===== src/rtl/pingpong_buf_ctrl_if.sv =====
// pingpong_buf_ctrl_if: producer/consumer handshake and data bus of the ping-pong buffer controller
interface pingpong_buf_ctrl_if #(
    parameter int ADDR_W = 12,
    parameter int DATA_W = 64
);
    logic              prod_start;
    logic              prod_grant;
    logic              prod_bank;
    logic              prod_we;
    logic [ADDR_W-1:0] prod_addr;
    logic [DATA_W-1:0] prod_din;
    logic              prod_done;
    logic              cons_start;
    logic              cons_grant;
    logic              cons_bank;
    logic              cons_re;
    logic [ADDR_W-1:0] cons_addr;
    logic [DATA_W-1:0] cons_dout;
    logic              cons_dvalid;
    logic              cons_done;

    modport master (
        output prod_start, prod_we, prod_addr, prod_din, prod_done,
        output cons_start, cons_re, cons_addr, cons_done,
        input  prod_grant, prod_bank, cons_grant, cons_bank, cons_dout, cons_dvalid
    );

    modport slave (
        input  prod_start, prod_we, prod_addr, prod_din, prod_done,
        input  cons_start, cons_re, cons_addr, cons_done,
        output prod_grant, prod_bank, cons_grant, cons_bank, cons_dout, cons_dvalid
    );
endinterface


===== src/rtl/pingpong_buf_ctrl.sv =====
// pingpong_buf_ctrl: two-bank ping-pong buffer controller granting banks to a producer and a consumer layer
module pingpong_buf_ctrl #(
    parameter int ADDR_W = 12,
    parameter int DATA_W = 64,
    parameter int RD_LAT = 1
) (
    input  logic              clk,
    input  logic              rst_n,
    pingpong_buf_ctrl_if.slave bus,
    output logic              bank0_we,
    output logic              bank1_we,
    output logic [ADDR_W-1:0] bank0_addr_a,
    output logic [ADDR_W-1:0] bank1_addr_a,
    output logic [DATA_W-1:0] bank0_din_a,
    output logic [DATA_W-1:0] bank1_din_a,
    output logic [ADDR_W-1:0] bank0_addr_b,
    output logic [ADDR_W-1:0] bank1_addr_b,
    input  logic [DATA_W-1:0] bank0_dout_b,
    input  logic [DATA_W-1:0] bank1_dout_b,
    output logic [1:0]        bank_full,
    output logic [15:0]       tiles_done,
    output logic              err_access
);
    typedef enum logic {P_IDLE, P_ACTIVE} p_state_t;
    typedef enum logic {C_IDLE, C_ACTIVE} c_state_t;

    localparam logic [1:0] EMPTY   = 2'd0;
    localparam logic [1:0] WRITING = 2'd1;
    localparam logic [1:0] FULL    = 2'd2;
    localparam logic [1:0] READING = 2'd3;

    p_state_t          p_state, p_next;
    c_state_t          c_state, c_next;
    logic [1:0]        bst [2];
    logic              wr_ptr, rd_ptr;
    logic              p_grant, c_grant;
    logic              p_take, p_rel, c_take, c_rel, err_now;
    logic [RD_LAT-1:0] vld_sr, sel_sr;
    logic [DATA_W-1:0] dout_q;
    logic              dvalid_q;

    // Grants are decided from registered bank state only, so a release and a
    // new grant on the same bank are always at least one cycle apart.
    assign p_take  = p_state == P_IDLE && bus.prod_start && bst[wr_ptr] == EMPTY;
    assign p_rel   = p_state == P_ACTIVE && bus.prod_done;
    assign c_take  = c_state == C_IDLE && bus.cons_start && bst[rd_ptr] == FULL;
    assign c_rel   = c_state == C_ACTIVE && bus.cons_done;
    assign err_now = ((bus.prod_we | bus.prod_done) & ~p_grant) |
                     ((bus.cons_re | bus.cons_done) & ~c_grant);

    // FSM state registers
    always_ff @(posedge clk or negedge rst_n) begin
        if (!rst_n) begin
            p_state <= P_IDLE;
            c_state <= C_IDLE;
        end else begin
            p_state <= p_next;
            c_state <= c_next;
        end
    end

    // FSM next-state logic
    always_comb begin
        p_next = p_take ? P_ACTIVE : p_rel ? P_IDLE : p_state;
        c_next = c_take ? C_ACTIVE : c_rel ? C_IDLE : c_state;
    end

    // FSM outputs: grants follow the registered states
    always_comb begin
        p_grant = p_state == P_ACTIVE;
        c_grant = c_state == C_ACTIVE;
    end

    // Bank occupancy, bank pointers, completion counter and sticky error flag
    always_ff @(posedge clk or negedge rst_n) begin
        if (!rst_n) begin
            bst[0]     <= EMPTY;
            bst[1]     <= EMPTY;
            wr_ptr     <= 1'b0;
            rd_ptr     <= 1'b0;
            tiles_done <= '0;
            err_access <= 1'b0;
        end else begin
            if (p_take) bst[wr_ptr] <= WRITING;
            if (p_rel) begin
                bst[wr_ptr] <= FULL;
                wr_ptr      <= ~wr_ptr;
            end
            if (c_take) bst[rd_ptr] <= READING;
            if (c_rel) begin
                bst[rd_ptr] <= EMPTY;
                rd_ptr      <= ~rd_ptr;
                tiles_done  <= tiles_done + 16'd1;
            end
            if (err_now) err_access <= 1'b1;
        end
    end

    // Route producer writes and consumer read addresses to the owned bank only
    always_comb begin
        bank0_we     = bus.prod_we & p_grant & ~wr_ptr;
        bank1_we     = bus.prod_we & p_grant & wr_ptr;
        bank0_addr_a = (p_grant & ~wr_ptr) ? bus.prod_addr : '0;
        bank1_addr_a = (p_grant & wr_ptr) ? bus.prod_addr : '0;
        bank0_din_a  = (p_grant & ~wr_ptr) ? bus.prod_din : '0;
        bank1_din_a  = (p_grant & wr_ptr) ? bus.prod_din : '0;
        bank0_addr_b = (c_grant & ~rd_ptr) ? bus.cons_addr : '0;
        bank1_addr_b = (c_grant & rd_ptr) ? bus.cons_addr : '0;
        bank_full    = {bst[1] == FULL, bst[0] == FULL};
    end

    // Read pipeline tracks each honoured read and its bank until the bank data
    // emerges, so reads in flight at cons_done still complete.
    always_ff @(posedge clk or negedge rst_n) begin
        if (!rst_n) begin
            vld_sr   <= '0;
            sel_sr   <= '0;
            dout_q   <= '0;
            dvalid_q <= 1'b0;
        end else begin
            vld_sr[0] <= bus.cons_re & c_grant;
            sel_sr[0] <= rd_ptr;
            for (int i = 1; i < RD_LAT; i++) begin
                vld_sr[i] <= vld_sr[i-1];
                sel_sr[i] <= sel_sr[i-1];
            end
            dvalid_q <= vld_sr[RD_LAT-1];
            if (vld_sr[RD_LAT-1]) dout_q <= sel_sr[RD_LAT-1] ? bank1_dout_b : bank0_dout_b;
        end
    end

    assign bus.prod_grant  = p_grant;
    assign bus.prod_bank   = p_grant & wr_ptr;
    assign bus.cons_grant  = c_grant;
    assign bus.cons_bank   = c_grant & rd_ptr;
    assign bus.cons_dout   = dout_q;
    assign bus.cons_dvalid = dvalid_q;
endmodule


===== src/flat_wrapper.sv =====
// flat-port wrapper written by rule: the top's interface ports become plain ports
module pingpong_buf_ctrl_flat 
#(
    parameter int ADDR_W = 12,
    parameter int DATA_W = 64,
    parameter int RD_LAT = 1
)
  (clk, rst_n, bank0_we, bank1_we, bank0_addr_a, bank1_addr_a, bank0_din_a, bank1_din_a, bank0_addr_b, bank1_addr_b, bank0_dout_b, bank1_dout_b, bank_full, tiles_done, err_access, bus_prod_start, bus_prod_we, bus_prod_addr, bus_prod_din, bus_prod_done, bus_cons_start, bus_cons_re, bus_cons_addr, bus_cons_done, bus_prod_grant, bus_prod_bank, bus_cons_grant, bus_cons_bank, bus_cons_dout, bus_cons_dvalid);
  pingpong_buf_ctrl_if #(.ADDR_W(ADDR_W), .DATA_W(DATA_W)) bus_i ();
  input  logic clk;
  input  logic rst_n;
  output logic bank0_we;
  output logic bank1_we;
  output logic [ADDR_W-1:0] bank0_addr_a;
  output logic [ADDR_W-1:0] bank1_addr_a;
  output logic [DATA_W-1:0] bank0_din_a;
  output logic [DATA_W-1:0] bank1_din_a;
  output logic [ADDR_W-1:0] bank0_addr_b;
  output logic [ADDR_W-1:0] bank1_addr_b;
  input  logic [DATA_W-1:0] bank0_dout_b;
  input  logic [DATA_W-1:0] bank1_dout_b;
  output logic [1:0] bank_full;
  output logic [15:0] tiles_done;
  output logic err_access;
  input wire logic [$bits(bus_i.prod_start)-1:0] bus_prod_start;
  input wire logic [$bits(bus_i.prod_we)-1:0] bus_prod_we;
  input wire logic [$bits(bus_i.prod_addr)-1:0] bus_prod_addr;
  input wire logic [$bits(bus_i.prod_din)-1:0] bus_prod_din;
  input wire logic [$bits(bus_i.prod_done)-1:0] bus_prod_done;
  input wire logic [$bits(bus_i.cons_start)-1:0] bus_cons_start;
  input wire logic [$bits(bus_i.cons_re)-1:0] bus_cons_re;
  input wire logic [$bits(bus_i.cons_addr)-1:0] bus_cons_addr;
  input wire logic [$bits(bus_i.cons_done)-1:0] bus_cons_done;
  output wire logic [$bits(bus_i.prod_grant)-1:0] bus_prod_grant;
  output wire logic [$bits(bus_i.prod_bank)-1:0] bus_prod_bank;
  output wire logic [$bits(bus_i.cons_grant)-1:0] bus_cons_grant;
  output wire logic [$bits(bus_i.cons_bank)-1:0] bus_cons_bank;
  output wire logic [$bits(bus_i.cons_dout)-1:0] bus_cons_dout;
  output wire logic [$bits(bus_i.cons_dvalid)-1:0] bus_cons_dvalid;
  assign bus_i.prod_start = bus_prod_start;
  assign bus_i.prod_we = bus_prod_we;
  assign bus_i.prod_addr = bus_prod_addr;
  assign bus_i.prod_din = bus_prod_din;
  assign bus_i.prod_done = bus_prod_done;
  assign bus_i.cons_start = bus_cons_start;
  assign bus_i.cons_re = bus_cons_re;
  assign bus_i.cons_addr = bus_cons_addr;
  assign bus_i.cons_done = bus_cons_done;
  assign bus_prod_grant = bus_i.prod_grant;
  assign bus_prod_bank = bus_i.prod_bank;
  assign bus_cons_grant = bus_i.cons_grant;
  assign bus_cons_bank = bus_i.cons_bank;
  assign bus_cons_dout = bus_i.cons_dout;
  assign bus_cons_dvalid = bus_i.cons_dvalid;
  pingpong_buf_ctrl #(.ADDR_W(ADDR_W), .DATA_W(DATA_W), .RD_LAT(RD_LAT)) u_core (.clk(clk), .rst_n(rst_n), .bus(bus_i), .bank0_we(bank0_we), .bank1_we(bank1_we), .bank0_addr_a(bank0_addr_a), .bank1_addr_a(bank1_addr_a), .bank0_din_a(bank0_din_a), .bank1_din_a(bank1_din_a), .bank0_addr_b(bank0_addr_b), .bank1_addr_b(bank1_addr_b), .bank0_dout_b(bank0_dout_b), .bank1_dout_b(bank1_dout_b), .bank_full(bank_full), .tiles_done(tiles_done), .err_access(err_access));
endmodule

===== config.mk =====
export PLATFORM = sky130hd
export DESIGN_NAME = pingpong_buf_ctrl_flat
export DESIGN_NICKNAME = d
export VERILOG_FILES = /design/src/rtl/pingpong_buf_ctrl_if.sv /design/src/rtl/pingpong_buf_ctrl.sv /design/src/flat_wrapper.sv
export SDC_FILE = /design/constraint.sdc
export NUM_CORES = 1
export LEC_CHECK = 0
export ABC_AREA = 0
export CAP_MARGIN = 25
export CORE_AREA = 10 10 181 183
export DETAILED_ROUTE_END_ITERATION = 8
export DIE_AREA = 0 0 191 193
export SETUP_SLACK_MARGIN = 0.4
export SYNTH_ARGS = -nofsm -noshare
export SYNTH_HDL_FRONTEND = slang
export SYNTH_SLANG_ARGS = --single-unit

===== constraint.sdc =====
create_clock -name clk -period 2.7 [get_ports clk]
set_input_delay 0.405 -clock clk [delete_from_list [all_inputs] [get_ports clk]]
set_output_delay 0.405 -clock clk [all_outputs]
set_load 0.05 [all_outputs]

After elaboration in Yosys (flattened, before gate mapping)
Cells that the tools add are included.
{ "word_totals": {"reg_bits": 92, "latchBits": 0, "ramBits": 0, "mem_bits_ro": 0, "input_bits": 224, "word_cells": 84, "n_memories": 0} }
{ "op_classes": {"n_addsub": 1, "multipliers": 0, "div": 0, "n_lt_le_gt_ge": 4, "eq_ne": 3, "shift": 0, "muxes": 25, "bitwise": 28, "reduce_logical": 11} }
{ "op_table": {"columns": ["cell", "n"], "rows": [
  ["$mux 64", 3],
  ["$mux 12", 4],
  ["$add 16x1->16 const B", 1],
  ["$mux 2", 8],
  ["$mux 4", 4],
  ["$and 1x1->1", 10],
  ["$logic_and 1x1->1", 8],
  ["$eq 2x2->1 const B", 3],
  ["$and 2x2->2", 2],
  ["$and 4x4->4", 1],
  ["$demux 2 s1", 2],
  ["$ge 2x2->1 const B", 2],
  ["$lt 2x1->1 const B", 2],
  ["$mux 1", 4],
  ["$not 1->1", 4],
  ["$not 1->2", 2],
  ["$not 2->2", 2],
  ["$not 4->4", 1],
  ["$or 2x2->2", 2],
  ["$or 4x4->4", 1],
  ["$reduce_bool 2->1", 2],
  ["$or 1x1->1", 3],
  ["$logic_not 2->1", 1]
]} }

Longest topological paths before layout
Gate-level depths: netlist (run 1).
{ "depth": {"depth_word": 14, "ltp_mapped": 5} }

Least setup slack after synthesis (run 1)
OpenSTA, ideal clock, no wires.
{ "synth_path": {"kind": "register to output", "from": "register u_core.p_state (netlist: u_core.bus.prod_grant)", "to": "output port bank0_addr_a[0]", "t_arrival_ns": 1.735, "required_time_ns": 2.295, "setup_slack_ns": 0.560, "stages_incl_launch_ff": 5, "path_buffers": 2, "path_cell_list": "dfrtp_1 and2b_1 clkbuf_1 clkbuf_2 and2_1"} }
{ "synth_via": {"elab_chain_cells": 2} }
{ "synth_lines": {"columns": ["item", "line", "rtl"], "rows": [
  ["start, declared", "pingpong_buf_ctrl.sv:32", "p_state_t p_state, p_next;"],
  ["start signal, assigned", "pingpong_buf_ctrl.sv:57", "p_state <= p_next;"],
  ["$and 1x1->1", "pingpong_buf_ctrl.sv:103", "bank0_addr_a = (p_grant & ~wr_ptr) ? bus.prod_addr : '0;"],
  ["$mux 12", "pingpong_buf_ctrl.sv:103", null],
  ["end, declared", "flat_wrapper.sv:14", "output logic [ADDR_W-1:0] bank0_addr_a;"]
]} }
No other way between the ends.

Worst setup path after layout (run 1)
{ "layout_path": {"from": "register u_core.c_state (netlist: u_core.bus.cons_grant)", "to": "output port bus_cons_grant"} }
{ "layout_rtl": {"columns": ["item", "line", "rtl"], "rows": [
  ["start, declared", "pingpong_buf_ctrl.sv:33", "c_state_t c_state, c_next;"],
  ["start signal, assigned", "pingpong_buf_ctrl.sv:58", "c_state <= c_next;"],
  ["end, declared", "flat_wrapper.sv:36", "output wire logic [$bits(bus_i.cons_grant)-1:0] bus_cons_grant;"]
]} }
No word-level cell between the ends.

==> reports/qor.csv, run 1 <==
stage;metric;value;unit
timing;unrepaired setup endpoints after global routing;no;
setup_path;worst reg-to-reg path cell count;5;
synth;FFs w/ async S/R, synth;100.0;%
detailed_routing;vias per cell;4.122;
clock_network;cts bufs inserted;9;
synth;Post-Synth XOR/XNOR Area;2.748;%
power;peak supply drop;0.0002339;V
setup_path;Reg2Reg Setup Slack;1030;ps
setup_path;CP max FO;8;
timing;crit path time final;2146;ps
timing;fin crit share;79.47;%
global_route;first-pass GRT wire length;42640;um
synth;multiplexer share of the synthesized area;12.61;%
floorplanning;CORE AREA;0.02924;mm^2
synth;Synth cell types;36;
setup_path;critical path data arrival time;1740;ps
clock_network;CTS tree;done;
synth;YS warnings;0;
finish;nets@finish;1288;
setup_path;RR Startpoint;u_core.bus.cons_grant$_DFFE_PN0P_;
finish;Layout Cells excl Fill;1460;
detailed_routing;antenna-violating nets left;0;
timing;Slew headroom;54.87;%
floorplanning;Initial Utilization;18.53;%
setup_path;Worst setup SP type;flip-flop;
clock_network;clk sinks;92;
synth;post-synthesis sequential area ratio;42.48;%
setup_path;CP Cell Sequence;clkdlybuf4s50_1;
placed_design;Placer Congestion;0.8263;
synth;syn_area_per_cell;9.032;um^2
setup_path;CP Buf/Inv Count;1;
global_route;largest net degree at the start of global routing;85;
floorplanning;die width;191;um
global_route;vias in the first global route;6372;
detailed_routing;Iter 0 DRT Violations;219;
clock_network;Clock Root Buffer;clkbuf_16;
synth;syn_nets;825;
timing;max-slew violation count;0;
job;max cap viols;0;
floorplanning;row count;63;
setup_path;slowest stage cell on the critical path;clkdlybuf4s50_1;
synth;adder-cell share of the synthesized area;0.2309;%
synth;EDFF count, synth;0;
run_status;status;finished clean;
finish;max FFs per register;64;
synth;Gate Count Post-Synth;600;
setup_path;R2R Path End;u_core.tiles_done[8]$_DFFE_PN0P_;
timing;total negative slack;0;ps
detailed_routing;Wirelength per Cell;20.49;um
setup_path;kind of critical path;reg2out;
setup_path;delay-heaviest family, CP;buffers and inverters;
finish;share of layout cells above drive strength 1;21.25;%
detailed_routing;routed via count;6018;
synth;Post-synth top flop;dfrtp_1;
timing;Setup-failing EPs final;0;
synth;Synth top area share;42.48;%
detailed_routing;DRC;0;
power;leakage power;5.086;nW
placed_design;Cell Area, Placed;0.01139;mm^2
synth;synthesized flop and latch total;92;
global_route;All-Layer GR Usage;15.31;%
finish;Design Area, Final;0.01174;mm^2
clock_network;clk_lat worst skew;350;ps
clock_network;clock slew seen by the registers of the worst setup and hold paths;70;ps
synth;Synth Area in Compound Gates;7.273;%
detailed_routing;final wirelength;29920;um
synth;main combinational cell family by area after synthesis;simple AND/OR/NAND/NOR gates;
synth;Syn Std Cell Area;0.005419;mm^2
clock_network;H-tree levels;3;
global_route;gr ovfl total;0;
setup_path;Worst Setup End Kind;primary output;
clock_network;Post-CTS Hold Buffers;0;
synth;Area contributors post-synth;dfrtp_1 42%, mux2i_1 12%, and2_1 11%;
clock_network;clk buf depth;2;
detailed_routing;Pre-Repair DR Iteration Count;4;
timing;Layout Skew;10.51;ps
placed_design;placed cells;1439;
placed_design;placed wire-length estimate;25070;um
finish;Area Growth Syn to Fin;116.6;%
setup_path;WP data required;2300;ps
global_route;initial antenna violation count;2;
timing;worst-margin pin slew;676.9;ps
synth;post-synthesis simple-gate area fraction;30.32;%
timing;Final Hold Violating Endpoints;0;
floorplanning;I/O pin total;490;
timing;fmax;466.0;MHz
placed_design;I/O Buffers;489;
setup_path;Slowest Stage Delay on Critical Path;890;ps
min_path;worst hold-check path type;in2async;
floorplanning;Die ar.;0.03686;mm^2
power;pwr dens;269.0;mW/mm^2
floorplanning;Die Y;193;um
synth;leading area contributor after synthesis;dfrtp_1;
## power by group
| part | internal (mW) | switching (mW) | total (mW) |
|---|---|---|---|
| Sequential | 1.38 | 0 | 1.38 |
| Combinational | 0.304 | 0.116 | 0.420 |
| Clock | 0.761 | 0.600 | 1.36 |
| Total | 2.44 | 0.716 | 3.16 |
## worst max path at each step
stage,from,to,slack (ps),depth (start not counted)
after floorplan,u_core.bus.prod_grant$_DFFE_PN0P_,bank0_addr_a[0],560,4
after global placement,bus_cons_done,u_core.tiles_done[8]$_DFFE_PN0P_,750,5
after detailed placement,bus_cons_done,u_core.tiles_done[8]$_DFFE_PN0P_,710,5
after CTS,u_core.bst[1]$_DFF_PN0_,bank_full[1],400,2
after global routing,u_core.bus.cons_grant$_DFFE_PN0P_,bus_cons_grant,430,1
final,u_core.bus.cons_grant$_DFFE_PN0P_,bus_cons_grant,550,1
## metal layers
layer,vias to the layer above,track usage [%],share of wire (%),routed length [um]
met1,2726,15.18,35,10540
met5,-,0,0,0
met2,284,28.08,52,15650
met3,23,7.464,11,3311
li1,2985,-,-,-
met4,0,3.755,1.4,420
## cell type report
cell class                 count  area, um^2
fill                        2868       17510
antenna                        2       5.005
clock inverter                 6       80.08
sequential                    92        2312
multi-input combinational    451        2883
inverter                       4       15.01
tap                          390       488.0
clock buffer                  10       239.0
timing repair buffer         505        5715
## logic make-up (layout without fill, tap and decap cells)
| kind of cell | count (synthesis) | in the layout |
|---|---|---|
| mux | 68 | 68 |
| flops | 92 | 92 |
| fa+ha+maj | 1 | 1 |
| buf+inv | 57 | 525 |
| simple gates | 288 | 288 |
| compound gates | 77 | 77 |
| xor+xnor | 17 | 17 |
| other cells | 0 | 2 |
## cells in the mapped netlist (all sizes together), types with 11 or more instances
master / instances
and2: 92
dfrtp: 92
and3: 90
nor2: 73
a21oi: 70
mux2i: 66
clkbuf: 37
xnor2: 17
buf: 16
nand2: 11
## per-stage QoR
stage / power [mW] / setup slack [ps] / util [%] / hold slack (ps)
2_1_floorplan: 1.438 / 560.4 / - / 109.4
3_3_place_gp: 1.828 / 746.1 / 38.93 / 399.0
3_5_place_dp: 1.829 / 708.6 / 38.93 / 395.1
4_1_cts: 3.248 / 401.1 / 40.02 / 4.542
5_1_grt: 3.320 / 427.1 / 40.14 / 18.97
6_report: 3.158 / 554.2 / 40.14 / 0.08710
## what timing repair did
item	CTS	global route
gates resized for setup	1	2
endpoints found under the setup margin	1	84
setup buffers	0	3
## cell usage in the layout, fill, tap and decap left out, types with 11 or more instances in the layout
master	instances
a21oi_1	70
and2_1	92
and3_1	89
buf_12	92
buf_4	105
clkdlybuf4s50_1	305
dfrtp_1	88
mux2i_1	66
nand2_1	11
nor2_1	73
xnor2_1	17
Note: power is estimated with default switching activity, not from simulation.
==> run 2, diff against run 1 <==
Clock period 2.7 ns to 2.05 ns, I/O delays scaled along.
==> reports/qor.csv, run 2 (synthesis gave the netlist of run 1 again) <==
stage;metric;value;unit
floorplanning;Die ar.;0.03686;mm^2
finish;commonest non-fill, non-tap cells in the layout;222 x clkdlybuf4s50_1, 190 x buf_12, 86 x dfrtp_1;
placed_design;placed wire-length estimate;26000;um
floorplanning;Initial Utilization;18.53;%
global_route;first-pass GRT wire length;47550;um
clock_network;H-tree levels;3;
job;max cap viols;0;
clock_network;clk_lat worst skew;340;ps
power;Sequential Power Share;44.9;%
setup_path;critical path data arrival time;1640;ps
detailed_routing;vias per cell;4.269;
setup_path;slowest stage cell on the critical path;dfrtp_2;
setup_path;Worst Setup End Kind;primary output;
setup_path;Slowest Stage Delay on Critical Path;440;ps
clock_network;CTS tree;done;
min_path;worst hold-check path type;in2async;
detailed_routing;DRC;0;
finish;most common cell after layout, fill and taps aside;clkdlybuf4s50_1;
setup_path;CP Buf/Inv Count;3;
setup_path;Worst setup SP type;flip-flop;
power;Design Power;4.035;mW
timing;fin crit share;95.18;%
setup_path;CP max FO;10;
floorplanning;row count;63;
power;Internal;3.081;mW
power;leakage power;5.662;nW
detailed_routing;antenna-violating nets left;0;
timing;Slew headroom;62.73;%
finish;max FFs per register;64;
timing;total negative slack;0;ps
setup_path;crit path to;bank0_din_a[11];
detailed_routing;routed via count;6510;
power;power share of the combinational group;14.0;%
timing;worst-margin pin slew;561.3;ps
clock_network;clock slew seen by the registers of the worst setup and hold paths;80;ps
clock_network;clk sinks;92;
setup_path;R2R Path End;u_core.bst[2]$_DFF_PN0_;
floorplanning;CORE AREA;0.02924;mm^2
timing;Layout Skew;10.25;ps
detailed_routing;final wirelength;35280;um
placed_design;I/O Buffers;489;
setup_path;kind of critical path;reg2out;
detailed_routing;Wirelength per Cell;23.13;um
setup_path;Crit. Startpoint;u_core.bus.prod_grant$_DFFE_PN0P_;
power;Switching Share;23.65;%
finish;fin util;49.57;%
floorplanning;Die Y;193;um
setup_path;delay-heaviest family, CP;buffers and inverters;
finish;share of layout cells above drive strength 1;43.09;%
floorplanning;I/O pin total;490;
setup_path;Reg2Reg Setup Slack;340;ps
power;pwr dens;278.3;mW/mm^2
global_route;All-Layer GR Usage;17.34;%
floorplanning;die width;191;um
setup_path;worst reg-to-reg path cell count;7;
placed_design;Placer Congestion;0.9014;
finish;Area Growth Syn to Fin;167.5;%
setup_path;CP Cell Sequence;and2b_4 > buf_6 > clkbuf_16 > and2_2 > buf_12;
global_route;vias in the first global route;6938;
global_route;initial antenna violation count;8;
run_status;status;finished clean;
timing;fmax;512.5;MHz
detailed_routing;Pre-Repair DR Iteration Count;5;
setup_path;Crit. path cell count;5;
setup_path;RR Startpoint;u_core.wr_ptr$_DFFE_PN0N_;
timing;max-slew violation count;0;
setup_path;WP data required;1740;ps
global_route;largest net degree at the start of global routing;67;
clock_network;Clock Root Buffer;clkbuf_16;
global_route;gr ovfl total;0;
power;peak supply drop;0.0004479;V
power;Clk network pwr share;41.0;%
timing;Final Hold Violating Endpoints;0;
clock_network;cts bufs inserted;9;
timing;crit path time final;1951;ps
finish;nets@finish;1348;
finish;Layout Cells excl Fill;1525;
clock_network;clk buf depth;2;
timing;Setup-failing EPs final;0;
timing;unrepaired setup endpoints after global routing;yes;
detailed_routing;Iter 0 DRT Violations;215;
placed_design;placed cells;1447;
power;sw power;0.9543;mW
run 2: layer usage:
metal,vias to the layer above,global-route usage (%),wire length (um)
met2,312,30.84,17990
met4,2,5.209,769
li1,3111,-,-
met1,3046,18.06,12920
met3,39,7.734,3585
met5,-,0,13
run 2: final cells by class:
cell class / instances / area [um^2]
multi-input combinational: 451 / 3438
inverter: 4 / 15.01
antenna: 7 / 17.52
timing repair buffer: 565 / 7924
clock inverter: 7 / 75.07
sequential: 92 / 2315
fill: 2606 / 14750
tap: 390 / 488.0
clock buffer: 9 / 225.2
run 2: power by group through the flow:
stage                     Sequential [mW]  Combinational (mW)  Clock, mW
after CTS                            1.81               0.569       1.74
after global routing                 1.81               0.610       1.80
final                                1.81               0.567       1.65
after detailed placement             1.85               0.561          0
after global placement               1.85               0.555          0
after floorplan                      1.85              0.0444          0
run 2: how the worst min path moves through the flow:
| stage | from | end | slack [ps] | depth (start not counted) |
|---|---|---|---|---|
| 6_report | rst_n | u_core.bus.cons_dout[36]$_DFFE_PN0P_ | 380 | 2 |
| 5_1_grt | rst_n | u_core.bus.cons_dout[36]$_DFFE_PN0P_ | 380 | 2 |
| 3_3_place_gp | rst_n | u_core.bus.cons_dout[36]$_DFFE_PN0P_ | 190 | 1 |
| 4_1_cts | rst_n | u_core.bus.cons_dout[36]$_DFFE_PN0P_ | 360 | 2 |
| 2_1_floorplan | rst_n | u_core.bst[0]$_DFF_PN0_ | 10 | 0 |
| 3_5_place_dp | rst_n | u_core.bus.cons_dout[36]$_DFFE_PN0P_ | 180 | 1 |
run 2: repair_timing:
item	in CTS	in global routing
buffers inserted	14	9
cloned	14	17
hold endpoints to repair	14	0
endpoints found under the setup margin	260	185
hold buffers	1	0
pin swaps	10	7
gates resized for setup	163	75
run 2: metrics by stage:
step                      hold slack (ps)  area (um^2)  setup WS (ps)
after floorplan                     11.91         5710          361.8
after global placement              185.3        12920          359.5
after detailed placement            182.8        12920          341.0
final                               380.7        14500          98.74
after global routing                376.9        14500          50.88
after CTS                           364.4        13830          84.79
